## src/rtl/cordic_vector.sv

```systemverilog
// Iterative vectoring-mode CORDIC: (x, y) -> atan2(y, x) in Q3.29 and gain-corrected hypot in Q1.31.
// One micro-rotation per clock; ITER legal range is 1..32.
module cordic_vector #(
  parameter int unsigned ITER = 32
) (
  input  logic        clk,
  input  logic        reset,
  input  logic [31:0] x_in,
  input  logic [31:0] y_in,
  input  logic        in_valid,
  output logic        in_ready,
  output logic [31:0] angle,
  output logic [31:0] magnitude,
  output logic        out_valid,
  input  logic        out_ready
);

  typedef enum logic [1:0] {StIdle, StRotate, StScale, StDone} state_e;

  localparam logic [4:0]         LastIter = 5'(ITER - 1);
  localparam logic signed [31:0] HalfPi   = 32'sh3243F6A9;
  localparam logic signed [65:0] InvGain  = 66'sh4DBA7700;
  localparam logic signed [65:0] MagMax   = 66'sh7FFFFFFF;

  // atan(2^-i) as a Q1.31 table, returned in Q3.29
  function automatic logic signed [31:0] atan_q329(input logic [4:0] i);
    logic [31:0] t;
    case (i)
      5'd0:    t = 32'h6487ED51;
      5'd1:    t = 32'h3B58CE0B;
      5'd2:    t = 32'h1F5B75F9;
      5'd3:    t = 32'h0FEADD4B;
      5'd4:    t = 32'h07FD56ED;
      5'd5:    t = 32'h03FFAAB7;
      5'd6:    t = 32'h01FFF555;
      5'd7:    t = 32'h00FFFEAB;
      5'd8:    t = 32'h007FFFD5;
      5'd9:    t = 32'h003FFFFB;
      5'd10:   t = 32'h001FFFFF;
      default: t = 32'h00000001 << (5'd31 - i);
    endcase
    return $signed(t >> 2);
  endfunction

  state_e             state_q, state_d;
  logic [4:0]         iter_q, iter_d;
  logic signed [33:0] x_q, x_d, y_q, y_d;
  logic signed [31:0] z_q, z_d;
  logic [31:0]        angle_q, angle_d, mag_q, mag_d;

  logic signed [33:0] x_ext, y_ext, x_sh, y_sh;
  logic signed [31:0] a_i;
  logic signed [65:0] x_wide, prod_sh;
  logic [31:0]        mag_sat;
  logic               at_origin;

  always_comb begin
    x_ext     = {{2{x_in[31]}}, x_in};
    y_ext     = {{2{y_in[31]}}, y_in};
    x_sh      = x_q >>> iter_q;
    y_sh      = y_q >>> iter_q;
    a_i       = atan_q329(iter_q);
    // A zero vector has no direction; freezing z keeps its angle at 0
    at_origin = (x_q == 34'sd0) && (y_q == 34'sd0);
    x_wide    = {{32{x_q[33]}}, x_q};
    prod_sh   = (x_wide * InvGain) >>> 31;
    if (prod_sh < 66'sd0) begin
      mag_sat = 32'h0;
    end else if (prod_sh > MagMax) begin
      mag_sat = 32'h7FFFFFFF;
    end else begin
      mag_sat = prod_sh[31:0];
    end
  end

  always_comb begin
    state_d = state_q;
    iter_d  = iter_q;
    x_d     = x_q;
    y_d     = y_q;
    z_d     = z_q;
    angle_d = angle_q;
    mag_d   = mag_q;
    unique case (state_q)
      StIdle: begin
        if (in_valid) begin
          // Fold the left half-plane into the right so the iterations converge
          if (!x_in[31]) begin
            x_d = x_ext;
            y_d = y_ext;
            z_d = 32'sd0;
          end else if (!y_in[31]) begin
            x_d = y_ext;
            y_d = -x_ext;
            z_d = HalfPi;
          end else begin
            x_d = -y_ext;
            y_d = x_ext;
            z_d = -HalfPi;
          end
          iter_d  = 5'd0;
          state_d = StRotate;
        end
      end
      StRotate: begin
        if (!y_q[33]) begin
          x_d = x_q + y_sh;
          y_d = y_q - x_sh;
          z_d = at_origin ? z_q : z_q + a_i;
        end else begin
          x_d = x_q - y_sh;
          y_d = y_q + x_sh;
          z_d = z_q - a_i;
        end
        if (iter_q == LastIter) begin
          iter_d  = 5'd0;
          state_d = StScale;
        end else begin
          iter_d = iter_q + 5'd1;
        end
      end
      StScale: begin
        angle_d = z_q;
        mag_d   = mag_sat;
        state_d = StDone;
      end
      StDone: begin
        if (out_ready) state_d = StIdle;
      end
      default: state_d = StIdle;
    endcase
  end

  always_ff @(posedge clk or negedge reset) begin
    if (!reset) begin
      state_q <= StIdle;
      iter_q  <= 5'd0;
      x_q     <= 34'sd0;
      y_q     <= 34'sd0;
      z_q     <= 32'sd0;
      angle_q <= 32'h0;
      mag_q   <= 32'h0;
    end else begin
      state_q <= state_d;
      iter_q  <= iter_d;
      x_q     <= x_d;
      y_q     <= y_d;
      z_q     <= z_d;
      angle_q <= angle_d;
      mag_q   <= mag_d;
    end
  end

  assign in_ready  = (state_q == StIdle);
  assign out_valid = (state_q == StDone);
  assign angle     = angle_q;
  assign magnitude = mag_q;

endmodule

```

## config.mk

```make
export PLATFORM = sky130hd
export DESIGN_NAME = cordic_vector
export DESIGN_NICKNAME = d
export VERILOG_FILES = /design/src/rtl/cordic_vector.sv
export SDC_FILE = /design/constraint.sdc
export NUM_CORES = 2
export LEC_CHECK = 0
export CORE_ASPECT_RATIO = 0.6
export CORE_MARGIN = 4
export CORE_UTILIZATION = 40
export DETAILED_ROUTE_END_ITERATION = 10
export HOLD_SLACK_MARGIN = 0.1
export SYNTH_ARGS = -nofsm -noshare
export SYNTH_HDL_FRONTEND = slang
export SYNTH_SLANG_ARGS = --single-unit
```

## constraint.sdc

```tcl
create_clock -name clk -period 10.3 [get_ports clk]
set_input_delay 2.06 -clock clk [delete_from_list [all_inputs] [get_ports clk]]
set_output_delay 2.06 -clock clk [all_outputs]
set_load 0.02 [all_outputs]
```

==> impl_metrics.tcl <==
set metrics [dict create \
    status "complete, no violations" \
    cts_tree "yes" \
    r2r_cells 24 \
    timing.rr.end "magnitude[6]" \
    cts-buffers-inserted 17 \
    worstMarginPinSlew_ns 1.43 \
    nets 5088 \
    relSlewSlack 0.0380 \
    register_area_sq_mm 0.00429 \
    timing.fmax_mhz 111 \
    fin_area_sq_mm 0.0403 \
    netlist_area_sq_mm 0.0373 \
    worst_setup_path_startpoint "x_q[27]" \
    dp.cells 5378 \
    syn-num-nets 5057 \
    overflow 0 \
    syn_area_per_cell_sq_um 9.03 \
    worstPathArrival_ns 9.50 \
    synth_edf_count 0 \
    drc 0 \
    slowest_stage "and2_1" \
    via_count 30800 \
    met3_usage 0.109 \
    synth_top_area_cell "fa_1" \
    synth.distinct_cells 98 \
    cts.sinks 171 \
    grt_pass1_wl_um 187000 \
    synth-seq-cells 171 \
    synthCells 4135 \
    crit_end "magnitude[6]" \
    path_cells "fa_1, inv_1, fa_1, fa_1, fa_1, inv_1, fa_1, fa_1, inv_1, fa_1, inv_1, ha_1, nand4_1, or3_1, a311oi_1, buf_4, o31ai_1, a2111oi_1, buf_4, o211ai_1, and3_1, o32ai_1, and2_1, a221o_1" \
    endpoint_kind "flip-flop" \
    fillCellCount 9038 \
    wire_per_inst_um 22.7 \
    dr.pass1.iters 7 \
    grt.total_usage 0.249 \
    final.setup.tns_ns 0 \
    drv_cap 0 \
    postCtsSetupRepairBufs 0 \
    root_buffer "clkbuf_16" \
    final_antenna_net_count 0 \
    rows 86 \
    area_growth_pct 7.88 \
    die-height_um 245 \
    first_iter_violations 3225 \
    finalMaxSlewViolations 0 \
    crit_type "flip-flop to flip-flop" \
    clock_latency_ns 0.52 \
    skew_ns 0.0137 \
    cts.repair.resized 0 \
    max_stage_delay_ns 1.03 \
    r2r_start "x_q[27]" \
    postCtsHoldBufs 0 \
    rsz0062_at_grt "false" \
    yosys.area.top_type_share 0.236 \
    clk_path_buf_depth 2 \
    post-route-period-util 0.878 \
    instances_no_fill 5412 \
    ios 134 \
    cts.htree.levels 4 \
    routed_wl_um 123000 \
    finalSetupViolCount 0 \
    drive_gt1_frac 0.0637 \
    die-area_sq_mm 0.0984 \
    antenna_found_initial 8 \
    die_w_um 402 \
    cp-start-kind "flip-flop" \
    core-area_sq_mm 0.0922 \
    ys_warn_count 0 \
    grtUsageMet2 0.313 \
    path_common_cell "fa_1" \
    path_max_fanout 30 \
    hp-class "flip-flop to flip-flop" \
    grtUsageMet1 0.389 \
    multi_input_area_sq_mm 0.0294 \
    worst-r2r-setup-slack_ns 1.26 \
    fin_crit_ns 9.04 \
    initial_core_util 0.405 \
    placed_cell_area_sq_mm 0.0397 \
    hold_viol_final 0 \
    grt_max_degree 95 \
    path_clk_slew_ns 0.08 \
    vias_per_cell 5.68 \
    top_usage_layer "met1" \
    yosysSeqAreaShare 0.115 \
    required_ns 10.76 \
    grt_pass1_vias 29300 \
    synthArstFlopShare 1.00 \
    synthTopCellsByArea "fa_1 (24%), ha_1 (14%), dfrtp_1 (11%), inv_1 (7.5%), mux4_2 (5.2%)" \
    synth_top_flop_cell "dfrtp_1" \
    post-dp-hpwl_um 102000 \
    io_buffers 133 \
    hold_depth 1 \
    place.gp.congestion 0.984 \
    whs_ns 0.510 \
]
-- layout make-up --
class / instances / area share
Multi-Input combinational cell: 3055 / 0.731
Antenna cell: 1 / 0.0000621
Sequential cell: 171 / 0.107
Clock inverter: 14 / 0.00317
Timing Repair Buffer: 176 / 0.0410
Inverter: 745 / 0.0694
Clock buffer: 18 / 0.0107
Tap cell: 1232 / 0.0383
-- worst min path at each step --
| stage | startpoint | end |
|---|---|---|
| final | angle[7] | angle[7] |
| after global routing | magnitude[20] | magnitude[20] |
| after CTS | angle[21] | angle[21] |
| after detailed placement | angle[24] | angle[24] |
| after global placement | magnitude[31] | magnitude[31] |
| after floorplan | z_q[0] | z_q[0] |
-- layer usage --
metal | routed length, um | vias to the layer above
li1 | - | 14200
met1 | 59400 | 15200
met2 | 45900 | 1300
met3 | 16100 | 89
met4 | 1400 | 12
met5 | 76 | -
-- Yosys cell counts, drive strengths merged (19+ instances only) --
library cell,instances
a211oi,85
a21o,75
a21oi,301
a221o,32
a311oi,19
a31oi,50
and2,33
and3,34
buf,67
clkbuf,97
dfrtp,171
fa,440
ha,414
inv,745
mux2,52
mux2i,66
mux4,89
nand2,224
nand2b,32
nand3,36
nand4,24
nor2,241
nor2b,28
nor3,51
nor4,22
o211ai,20
o21a,22
o21ai,168
o31ai,20
or3,25
xnor2,126
xor2,125
-- placed cells by master (no fill, tap or decap), types with 83 or more instances in the layout --
master / instances
a211oi_1: 83
a21oi_1: 301
clkdlybuf4s50_1: 130
dfrtp_1: 165
fa_1: 440
ha_1: 412
inv_1: 741
mux4_2: 86
nand2_1: 224
nor2_1: 240
o21ai_0: 165
xnor2_1: 126
xor2_1: 125
-- registers in the layout, indices dropped and copies added (netlist names) --
name / cells
iter_q: 5
z_q: 32
state_q: 2
magnitude: 32
angle: 32
x_q: 34
y_q: 34
-- critical path, delay by kind of cell, from the launching register on --
| kind | cells | cell delay, ns |
|---|---|---|
| adder cells (fa/ha/maj) | 8 | 3.91 |
| flip-flops | 1 | 0.87 |
| buffers and inverters | 6 | 0.68 |
| AO/OA/AOI/OAI | 6 | 1.66 |
| AND/OR/NAND/NOR | 4 | 1.83 |
-- logic make-up after synthesis --
kind of cell	share of synthesized area
XOR/XNOR	0.0589
AO/OA/AOI/OAI	0.161
AND/OR/NAND/NOR	0.106
buffers and inverters	0.0976
multiplexers	0.0874
flip-flops	0.115
adder cells (fa/ha/maj)	0.375
-- per-stage QoR --
stage,setup WS [ns],utilization
global placement,1.47,0.431
detailed placement,1.34,0.431
floorplan,2.69,-
global route,0.695,0.437
finish,1.26,0.437
CTS,1.30,0.437
Power is not shown: default switching activity piles up to over one toggle a cycle in this logic, so the estimate is an artifact.
